### src/rtl/clk_div_arbiter_pkg.sv
// -----------------------------------------------------------------------------
// clk_div_arbiter_pkg
// Shared definitions for the clock divider arbiter: FSM state encoding, the
// default divide-counter width and the minimum legal divide ratio.
// -----------------------------------------------------------------------------
package clk_div_arbiter_pkg;

  localparam int CNT_W_DEF = 23;  // default counter / ratio width
  localparam int DIV_MIN   = 2;   // ratios 0 and 1 are clamped up to this

  typedef enum logic [2:0] {
    IDLE,
    ARB,
    LOAD,
    RUN,
    DRAIN
  } state_t;

endpackage

### src/rtl/clk_div_core.sv
// -----------------------------------------------------------------------------
// clk_div_core
// Divide counter with registered clk_out / tick generation.
// Optional feature macro: CLK_DIV_ARB_ODD_DUTY_EN adds a negedge stage that
// stretches the high phase by half a clk_in cycle for odd ratios (50% duty).
//
// Ports
//   clk_in   source clock
//   reset    asynchronous, active-low reset
//   load     high in the cycle before counting starts (count restarts at 0)
//   run      keep counting into the next cycle
//   div_q    latched divide ratio (>= 2)
//   clk_out  divided clock
//   tick     high on the last clk_in cycle of each output period
//   wrap     current count is the last of the period (div_q-1)
// -----------------------------------------------------------------------------
module clk_div_core
  import clk_div_arbiter_pkg::*;
#(
  parameter int CNT_W = CNT_W_DEF
) (
  input  logic             clk_in,
  input  logic             reset,
  input  logic             load,
  input  logic             run,
  input  logic [CNT_W-1:0] div_q,
  output logic             clk_out,
  output logic             tick,
  output logic             wrap
);

  localparam logic [CNT_W-1:0] ONE = CNT_W'(1);

  logic [CNT_W-1:0] count_q, count_d;
  logic [CNT_W-1:0] last_cnt;
  logic             clk_out_q, clk_out_d;
  logic             tick_q, tick_d;

  assign last_cnt = div_q - ONE;
  assign wrap     = (count_q == last_cnt);

  // clk_out and tick are decoded from the next count so the registered
  // outputs line up with the count value of the same cycle.
  always_comb begin
    // NOTE: every combinational output gets a default first so no path
    // through the block can leave it unassigned and infer a latch.
    count_d = '0;
    if (run && !wrap) count_d = count_q + ONE;
    clk_out_d = (load || run) && (count_d < (div_q >> 1));
    tick_d    = (load || run) && (count_d == last_cnt);
  end

  always_ff @(posedge clk_in or negedge reset) begin
    if (!reset) begin
      count_q   <= '0;
      clk_out_q <= 1'b0;
      tick_q    <= 1'b0;
    end else begin
      // NOTE: state registers use non-blocking assignments so every flop
      // samples pre-edge values regardless of statement order.
      count_q   <= count_d;
      clk_out_q <= clk_out_d;
      tick_q    <= tick_d;
    end
  end

  assign tick = tick_q;

`ifdef CLK_DIV_ARB_ODD_DUTY_EN
  logic active_q;
  logic ext_q;

  // active_q is low in LOAD and in the cycle after release, clearing the
  // half-cycle extension there.
  always_ff @(posedge clk_in or negedge reset) begin
    if (!reset) active_q <= 1'b0;
    else        active_q <= load || run;
  end

  // Half-cycle delayed copy of the high phase, only used for odd ratios.
  always_ff @(negedge clk_in or negedge reset) begin
    if (!reset)         ext_q <= 1'b0;
    else if (!active_q) ext_q <= 1'b0;
    else                ext_q <= clk_out_q & div_q[0];
  end

  assign clk_out = clk_out_q | ext_q;
`else
  assign clk_out = clk_out_q;
`endif

endmodule

### src/rtl/clk_div_arbiter.sv
// -----------------------------------------------------------------------------
// clk_div_arbiter
// Round-robin arbiter in front of a shared programmable clock divider. One
// requester owns the divider at a time; ownership only changes at the end of
// a complete output period so clk_out never produces a runt pulse.
// Optional feature macro: CLK_DIV_ARB_ODD_DUTY_EN (see clk_div_core).
//
// Ports
//   clk_in   source clock
//   reset    asynchronous, active-low reset
//   req      per-requester request level
//   req_div  packed ratios, slice i = [i*CNT_W +: CNT_W]
//   gnt      one-hot grant, zero when the divider is unowned
//   clk_out  divided clock
//   tick     one-cycle pulse on the last clk_in cycle of each period
//   busy     high whenever the FSM is not IDLE
// -----------------------------------------------------------------------------
module clk_div_arbiter
  import clk_div_arbiter_pkg::*;
#(
  parameter int N_REQ = 4,
  parameter int CNT_W = CNT_W_DEF
) (
  input  logic                   clk_in,
  input  logic                   reset,
  input  logic [N_REQ-1:0]       req,
  input  logic [N_REQ*CNT_W-1:0] req_div,
  output logic [N_REQ-1:0]       gnt,
  output logic                   clk_out,
  output logic                   tick,
  output logic                   busy
);

  localparam int PTR_W = (N_REQ > 1) ? $clog2(N_REQ) : 1;

  state_t           state_q, state_d;
  logic [N_REQ-1:0] gnt_q, gnt_d;
  logic [CNT_W-1:0] div_q, div_d;
  logic [PTR_W-1:0] rr_q, rr_d;
  logic [PTR_W-1:0] gidx_q, gidx_d;
  logic [PTR_W-1:0] pick;
  logic [CNT_W-1:0] pick_div;
  logic             wrap;
  logic             granted_req;
  logic             release_w;
  logic             run;
  logic             load;

  // First asserted request at or after rr_q, wrapping. Scanning from the
  // lowest priority upwards lets the highest-priority hit win last.
  always_comb begin
    pick = rr_q;
    for (int i = N_REQ - 1; i >= 0; i--) begin
      if (req[(int'(rr_q) + i) % N_REQ]) pick = PTR_W'((int'(rr_q) + i) % N_REQ);
    end
  end

  assign pick_div = req_div[int'(pick)*CNT_W +: CNT_W];

  assign granted_req = |(req & gnt_q);
  // The owner lets go at the end of a period: either in DRAIN, or in RUN when
  // its request is already gone on the last count (no extra period).
  assign release_w = wrap && ((state_q == DRAIN) || (state_q == RUN && !granted_req));
  assign run       = ((state_q == RUN) || (state_q == DRAIN)) && !release_w;
  assign load      = (state_q == LOAD);
  assign busy      = (state_q != IDLE);
  assign gnt       = gnt_q;

  always_comb begin
    state_d = state_q;
    gnt_d   = gnt_q;
    div_d   = div_q;
    rr_d    = rr_q;
    gidx_d  = gidx_q;
    unique case (state_q)
      IDLE: if (|req) state_d = ARB;
      ARB: begin
        if (|req) begin
          gnt_d       = '0;
          gnt_d[pick] = 1'b1;
          gidx_d      = pick;
          div_d       = (pick_div < CNT_W'(DIV_MIN)) ? CNT_W'(DIV_MIN) : pick_div;
          state_d     = LOAD;
        end else begin
          state_d = IDLE;
        end
      end
      LOAD: state_d = RUN;
      RUN, DRAIN: begin
        if (release_w) begin
          gnt_d   = '0;
          rr_d    = (gidx_q == PTR_W'(N_REQ - 1)) ? '0 : gidx_q + PTR_W'(1);
          state_d = (|req) ? ARB : IDLE;
        end else if (state_q == RUN && !granted_req) begin
          state_d = DRAIN;
        end
      end
      default: state_d = IDLE;
    endcase
  end

  always_ff @(posedge clk_in or negedge reset) begin
    if (!reset) begin
      state_q <= IDLE;
      gnt_q   <= '0;
      div_q   <= '0;
      rr_q    <= '0;
      gidx_q  <= '0;
    end else begin
      state_q <= state_d;
      gnt_q   <= gnt_d;
      div_q   <= div_d;
      rr_q    <= rr_d;
      gidx_q  <= gidx_d;
    end
  end

  clk_div_core #(
    .CNT_W(CNT_W)
  ) u_core (
    .clk_in (clk_in),
    .reset  (reset),
    .load   (load),
    .run    (run),
    .div_q  (div_q),
    .clk_out(clk_out),
    .tick   (tick),
    .wrap   (wrap)
  );

endmodule
### config.mk
export PLATFORM = sky130hd
export DESIGN_NAME = clk_div_arbiter
export DESIGN_NICKNAME = d
export VERILOG_FILES = /design/src/rtl/clk_div_arbiter_pkg.sv /design/src/rtl/clk_div_core.sv /design/src/rtl/clk_div_arbiter.sv
export SDC_FILE = /design/constraint.sdc
export NUM_CORES = 1
export LEC_CHECK = 0
export ABC_AREA = 1
export BUFFER_PORTS_ARGS = -buffer_cell sky130_fd_sc_hd__buf_2
export CAP_MARGIN = 20
export CORE_MARGIN = 2
export CORE_UTILIZATION = 52
export DETAILED_ROUTE_END_ITERATION = 7
export GPL_TIMING_DRIVEN = 1
export PLACE_DENSITY_LB_ADDON = 0.1
export SLEW_MARGIN = 20
export SYNTH_ARGS = -nofsm -noshare
export SYNTH_HDL_FRONTEND = slang
export SYNTH_SLANG_ARGS = --single-unit
### constraint.sdc
create_clock -name clk_in -period 2.85 [get_ports clk_in]
set_input_delay 0.285 -clock clk_in [delete_from_list [all_inputs] [get_ports clk_in]]
set_output_delay 0.285 -clock clk_in [all_outputs]
set_load 0.005 [all_outputs]
; Word level (Yosys, flattened, before mapping)
; Cells that the tools add are included.
; Widths: inputs -> output; s select.
[totals]
register_bits = 59
output_inout_bits = 7
[classes]
n_addsub = 6
multipliers = 1
magnitude_cmp = 8
eq_ne = 11
shifts = 1
mux = 29
bitwise_logic = 4
n_reduce_logical = 26
[op_table]
columns = op, n
row1 = $shiftx 92x8->23, 1
row2 = $eq 23x23->1, 2
row3 = $mux 23, 2
row4 = $add 23x1->23 const B, 1
row5 = $lt 23x2->1 const B, 1
row6 = $lt 23x22->1, 1
row7 = $sub 23x1->23 const B, 1
row8 = $lt 3x4->1 const B, 3
row9 = $mux 2, 6
row10 = $pmux 3 s4, 1
row11 = $mux 1, 9
row12 = $mux 3, 3
row13 = $bmux 1 s2, 4
row14 = $mux 4, 2
row15 = $pmux 4 s2, 1
row16 = $reduce_or 2->1, 4
row17 = $reduce_or 4->1, 2
row18 = $logic_and 1x1->1, 7
row19 = $mul 2x5->7 const B, 1
row20 = $eq 3x2->1 const B, 2
row21 = $lt 2x3->1 const B, 2
row22 = $ne 2x2->1 const B, 3
row23 = $reduce_and 2->1, 3
row24 = $add 2x1->2 const B, 2
row25 = 15 further kinds, 22

; Depth between registers and ports, before layout
[depth]
ltp_word = 16
depth_mapped = 25
depth_no_buf = 25

; Cells and area by module
; From an unflattened synthesis, not the netlist that was laid out.
[unflattened]
cells_unflattened = 1109
area_unflattened_um2 = 6407.4
[by_module_without_submodules]
columns = module, n_inst, cells_each, area_per_inst_um2, seq_area_each_um2
row1 = clk_div_core, 1, 647, 3734.8, 625.6
row2 = clk_div_arbiter, 1, 462, 2672.6, 850.8

; Least setup slack after synthesis
; Ideal clock, no wire load.
[synth_path]
path_type = reg-to-reg
startpoint = register div_q[0]
endpoint = register u_core.clk_out_q, in the netlist u_core.clk_out
setup_ps = 124
arrival_ps = 2884
setup_slack_ps = -159
stages_incl_launch_ff = 25
n_path_buf = 3
cell_sequence = dfrtp_1 > inv_1 > ha_1 > nand2_2 > nor2_8 > buf_8 > nand2_1 > nand3_2 > nand2_2 > nor2_2 > nand2_1 > nor2_1 > nand2_1 > nor2_2 > nand2_2 > buf_6 > buf_6 > nand3_1 > inv_1 > ha_1 > nand2_1 > nor2_1 > a21oi_1 > o211ai_1 > a21oi_1
[synth_between]
elab_chain_len = 9
word_cells_on_any_way = 11
[synth_lines]
columns = item, line
row1 = start: declaration, clk_div_arbiter.sv:38  ; logic [CNT_W-1:0] div_q, div_d;
row2 = start signal: assignment, clk_div_arbiter.sv:112  ; div_q <= div_d;
row3 = $sub 23x1->23 *, clk_div_core.sv:39  ; assign last_cnt = div_q - ONE;
row4 = $eq 23x23->1 *, clk_div_core.sv:40  ; assign wrap = (count_q == last_cnt);
row5 = $logic_and 1x1->1, clk_div_arbiter.sv:63  ; assign release_w = wrap && ((state_q == DRAIN) || (state_q == RUN && !granted_req));
row6 = $logic_not 1->1, clk_div_arbiter.sv:64  ; assign run = ((state_q == RUN) || (state_q == DRAIN)) && !release_w;
row7 = $logic_and 1x1->1, clk_div_arbiter.sv:64
row8 = $logic_and 1x1->1 *, clk_div_core.sv:48  ; if (run && !wrap) count_d = count_q + ONE;
row9 = $mux 23 *, clk_div_core.sv:48
row10 = via u_core.count_d[12], clk_div_core.sv:34  ; logic [CNT_W-1:0] count_q, count_d;
row11 = $lt 23x22->1 *, clk_div_core.sv:49  ; clk_out_d = (load || run) && (count_d < (div_q >> 1));
row12 = $logic_and 1x1->1 *, clk_div_core.sv:49
row13 = via u_core.clk_out_d, clk_div_core.sv:36  ; logic clk_out_q, clk_out_d;
row14 = end signal: assignment, clk_div_core.sv:62  ; clk_out_q <= clk_out_d;
row15 = end: declaration, clk_div_core.sv:36
; Mark *: on every way through the listed nets, which the timed path passes. The rest lies on a longest branch.
; A chain may end at the register's enable or synchronous reset.

; Final worst setup path
[layout_path]
startpoint = register div_q[1]
endpoint = register u_core.clk_out_q, in the netlist u_core.clk_out
; Same word-level chain as after synthesis.

==> impl_results.md <==
* Status: finished, violations left
* Failing checks: negative setup slack
* Reg power frac at between 10% and 20%
* Total internal power at 3.57 mW
* Antenna violations before repair at 0
* Final worst-path cycle share at 118%
* Maximum number of pins on one net before global-route repair at 33
* Worst slack after detailed placement at -0.418 ns
* Maximum buffer depth of the clock tree at 2
* Critical Path Fanout Max at 8
* Most frequent cell after synthesis: sky130_fd_sc_hd__nand2_1
* Number of primary I/O pins at 105
* Maximum vdd ir drop at 541 uV
* Final sum of negative setup slack at -1.42 ns
* Slack of the worst reg-to-reg path at -0.52 ns
* Leading post-synthesis cells by instance count: sky130_fd_sc_hd__nand2_1 (349), sky130_fd_sc_hd__inv_1 (123), sky130_fd_sc_hd__nor2_1 (111), sky130_fd_sc_hd__nand3_1 (90), sky130_fd_sc_hd__dfrtp_1 (59)
* Slew Viols, Final at 0
* Main combinational cell family by area after synthesis: simple AND/OR/NAND/NOR gates
* Actual slew at the worst max-slew pin at 0.640 ns
* Count of endpoints failing setup in the final report at 10
* Clock power frac at approximately a tenth
* Port bufs at 104
* Seq/Total Area, Yosys at 25.5%
* Mean Syn Cell Area at around 6.0 sq um
* Setup repair after global routing missed its margin: yes
* Synth Flop Type: sky130_fd_sc_hd__dfrtp_1
* Final RePlAce weighted congestion at ~0.97
* XOR/XNOR Fraction of Synth Area at 3.32%
* Fill cell count at just over 700
* Switching fraction of total power at approximately 50%
* Count of inserted antenna diode cells at 0
* Cell area after technology mapping at a little under 6000 sq um
* Fraction of synthesized cell area taken by the top area cell type at roughly a quarter
* Highest clock frequency the design can meet at just under 300 MHz
* Vias after detailed routing at 7,739
* Final net count at around 1,400
* Headroom to the max-slew limit at a little under three fifths
* Effective utilization at floorplan at between 50 and 60%
* Post-Synthesis Net Count at 1,093
* CTS root buf: sky130_fd_sc_hd__clkbuf_8
* Power spent charging and discharging nets at approximately 3.5 mW
* Endpoint of the lowest-slack register-to-register path: u_core.clk_out
* Number of global-route vias before repair at roughly 6,800
* Fraction of registers with async set/reset at 100%
* First-pass detailed-route iteration total at 6
* Area of the die at roughly 12,000 sq um
* End point of the worst hold path: div_q[14]
* PD cells at about 810 nW/um^2
* Area growth syn-to-layout at 50.4%
* Post-detailed-route count of antenna-violating nets at 0
* Synth warn at 0
* DPL Wire Length at 15,600 um
* Wire length of the first global-routing pass at ~32,000 um
* Clock transition time at the flip-flop clock pins of the worst setup and hold paths at about 0.07 ns
* Total core area at between 10,000 and 15,000 sq um
* Cell types occupying the most area after synthesis: sky130_fd_sc_hd__dfrtp_1 (25%), sky130_fd_sc_hd__nand2_1 (23%), sky130_fd_sc_hd__inv_1 (8.0%)
* Synthesized flop and latch total at 59
* Clk_skew at roughly 0.011 ns
* Final instance area at 8720 sq um
* Iter 0 DRT Violations at 930
* Area share of fa/ha/maj cells after synthesis at 5.18%
* Post-route DRC violation count at 0
* Final routed wirelength across all metal layers at around 23,000 um
* Path type of the worst min-delay path: input pin to register
* CTS tree: built
* Proportion of layout cells with a drive suffix above 1 at between 30% and 40%
* Number of placement rows at 38
* Horizontal die dimension at approximately 110 um
* Hold path depth at 5
* Number of clock sinks seen by CTS at 59
* Worst Slack Setup Final at -0.519 ns
* Average via count per standard cell at roughly 5.6
* Number of H-tree levels at 3
* Clk Latency, worst-skew pair at roughly 0.37 ns
* Crit path time final at 3.37 ns
* GRT Residual Overflow at 0
* Required time at the worst-slack endpoint at 3.09 ns
* CP endpoint kind: register
* Source of the worst register-to-register timing path: div_q[1]
* Relative contribution of combinational cells to total power at between 70% and 80%
* Simple logic cell fraction of the synthesized area at 47.5%
* Reported max-cap violation count at 0
* R2R depth at 22
* Cell type with the highest aggregate area in the netlist: sky130_fd_sc_hd__dfrtp_1
* Yosys cell types at 37
* Worst Path Class, Setup: register to register
* Type of element launching the critical path: register
* Static Leakage at 4.51 nW
* EDFF count, synth at 0
* Arrival time reported for the critical path endpoint at about 3.6 ns
* Final routed wire length divided by cell count at ~17 um
* Die Y-Extent at 110 um
* Synthesized netlist cell count at ~970
* Hold path startpoint: req_div[83]
* Compound-gate portion of the synthesized area at under 10%
* Final hold violation count at 0
* Mux contribution to synthesized area at 0%
* TritonCTS Buffers at 9
* Total routing usage reported by global routing at between 30% and 40%
* Placement-stage cell area at between 7000 and 8000 sq um
[critical path, stage by stage, from the launching register on]
cell,delay (ns)
sky130_fd_sc_hd__dfrtp_2,0.45
sky130_fd_sc_hd__inv_2,0.08
sky130_fd_sc_hd__ha_4,0.19
sky130_fd_sc_hd__nand2_8,0.11
sky130_fd_sc_hd__nor2_4,0.24
sky130_fd_sc_hd__nand3_2,0.12
sky130_fd_sc_hd__nand2_2,0.11
sky130_fd_sc_hd__buf_4,0.11
sky130_fd_sc_hd__nand3_1,0.08
sky130_fd_sc_hd__nand2_1,0.15
sky130_fd_sc_hd__nor2_2,0.05
sky130_fd_sc_hd__nand2_1,0.06
sky130_fd_sc_hd__nor2_2,0.05
sky130_fd_sc_hd__nand2_4,0.12
sky130_fd_sc_hd__nand2_4,0.09
sky130_fd_sc_hd__buf_12,0.16
sky130_fd_sc_hd__nor2_1,0.27
sky130_fd_sc_hd__ha_1,0.24
sky130_fd_sc_hd__a21oi_1,0.07
sky130_fd_sc_hd__o21ai_0,0.17
sky130_fd_sc_hd__nand3_1,0.13
sky130_fd_sc_hd__o211ai_1,0.14
sky130_fd_sc_hd__a21oi_2,0.06
[cell type report]
class | count | area [sq um] | area share [%]
clock buffers | 12 | 155 | 1.78
clock inverters | 4 | 25.0 | 0.287
inverters | 124 | 474 | 5.44
multi-input cells | 765 | 4450 | 51.1
flip-flops and latches | 59 | 1480 | 17.0
well taps | 140 | 175 | 2.01
repair buffers | 271 | 1930 | 22.2
repair inverters | 3 | 22.5 | 0.258
[cell usage in the layout (no fill, tap or decap), types with 3 or more instances in the layout]
| cell | count |
|---|---|
| sky130_fd_sc_hd__dfrtp_1 | 55 |
| sky130_fd_sc_hd__nand3_4 | 4 |
| sky130_fd_sc_hd__nand2_2 | 36 |
| sky130_fd_sc_hd__a21oi_1 | 10 |
| sky130_fd_sc_hd__nand3_2 | 22 |
| sky130_fd_sc_hd__nor2_1 | 82 |
| sky130_fd_sc_hd__nand4_1 | 36 |
| sky130_fd_sc_hd__nor3_1 | 10 |
| sky130_fd_sc_hd__ha_4 | 16 |
| sky130_fd_sc_hd__clkinvlp_4 | 6 |
| sky130_fd_sc_hd__nand3_1 | 66 |
| sky130_fd_sc_hd__a22oi_1 | 15 |
| sky130_fd_sc_hd__buf_2 | 104 |
| sky130_fd_sc_hd__nor2_4 | 19 |
| sky130_fd_sc_hd__inv_2 | 20 |
| sky130_fd_sc_hd__nand2_4 | 10 |
| sky130_fd_sc_hd__buf_4 | 145 |
| sky130_fd_sc_hd__nand2_1 | 309 |
| sky130_fd_sc_hd__a21oi_2 | 7 |
| sky130_fd_sc_hd__o21ai_0 | 28 |
| sky130_fd_sc_hd__nand3b_1 | 5 |
| sky130_fd_sc_hd__dfrtp_2 | 4 |
| sky130_fd_sc_hd__xnor2_1 | 4 |
| sky130_fd_sc_hd__clkbuf_8 | 11 |
| sky130_fd_sc_hd__nor2_2 | 27 |
| sky130_fd_sc_hd__ha_1 | 8 |
| sky130_fd_sc_hd__xor2_1 | 18 |
| sky130_fd_sc_hd__o22ai_1 | 5 |
| sky130_fd_sc_hd__buf_6 | 11 |
| sky130_fd_sc_hd__nor4_1 | 4 |
| sky130_fd_sc_hd__o21ai_1 | 6 |
| sky130_fd_sc_hd__o21ai_2 | 3 |
| sky130_fd_sc_hd__buf_12 | 8 |
| sky130_fd_sc_hd__inv_1 | 101 |
[flip-flops by register name (all words and copies together) (netlist names)]
signal and flops:
div_q 23, u_core.count_q 23, gidx_q 2, state_q 3, u_core.tick 1, u_core.clk_out 1, gnt 4, rr_q 2
[power groups by stage]
stage | clock network [mW] | logic, mW | registers [mW]
final | 0.734 | 5.07 | 1.28
after global routing | 0.779 | 5.46 | 1.31
after CTS | 0.740 | 4.30 | 1.26
after detailed placement | 0 | 3.89 | 1.27
after global placement | 0 | 3.84 | 1.26
after floorplan | 0 | 2.15 | 1.26
[kinds of logic (layout without fill, tap and decap cells)]
logic type | count (synthesis) | after routing
compound gates | 81 | 81
xor+xnor | 22 | 22
fa+ha+maj | 24 | 24
buf+inv | 148 | 414
flops | 59 | 59
simple gates | 637 | 638
[how the worst max path moves through the flow]
stage	cells past startpoint	end	startpoint
after detailed placement	21	u_core.clk_out	div_q[1]
after CTS	23	u_core.clk_out	div_q[1]
after floorplan	23	u_core.clk_out	div_q[0]
after global routing	22	u_core.clk_out	div_q[1]
final	22	u_core.clk_out	div_q[1]
after global placement	22	u_core.clk_out	div_q[1]
[repair_timing]
action	CTS	global route
gates cloned	2	3
endpoints found under the setup margin	2	24
buffers inserted	22	16
endpoints found under the hold margin	27	0
resized for setup	85	126
hold buffers	1	0
pin swaps	47	77
[through the flow]
stage / std cells / util, % / hold WS [ns] / power [mW]
2_1_floorplan: 971 / - / -0.0106 / 3.41
3_3_place_gp: 1320 / 68.2 / 0.336 / 5.09
3_5_place_dp: 1320 / 68.2 / 0.339 / 5.15
4_1_cts: 1361 / 75.1 / 0.264 / 6.30
5_1_grt: 1378 / 80.4 / 0.310 / 7.54
6_report: 1378 / 80.4 / 0.273 / 7.08
[metal layers]
layer  vias up  GRT usage, %  part of all wire, %
met1      3474          47.0                   39
met5         -             0                    0
met3       121          6.11                   11
met4         0          16.5                  5.0
li1       3643             -                    -
met2       501          55.1                   45
Power figures use the tool's default switching activity.
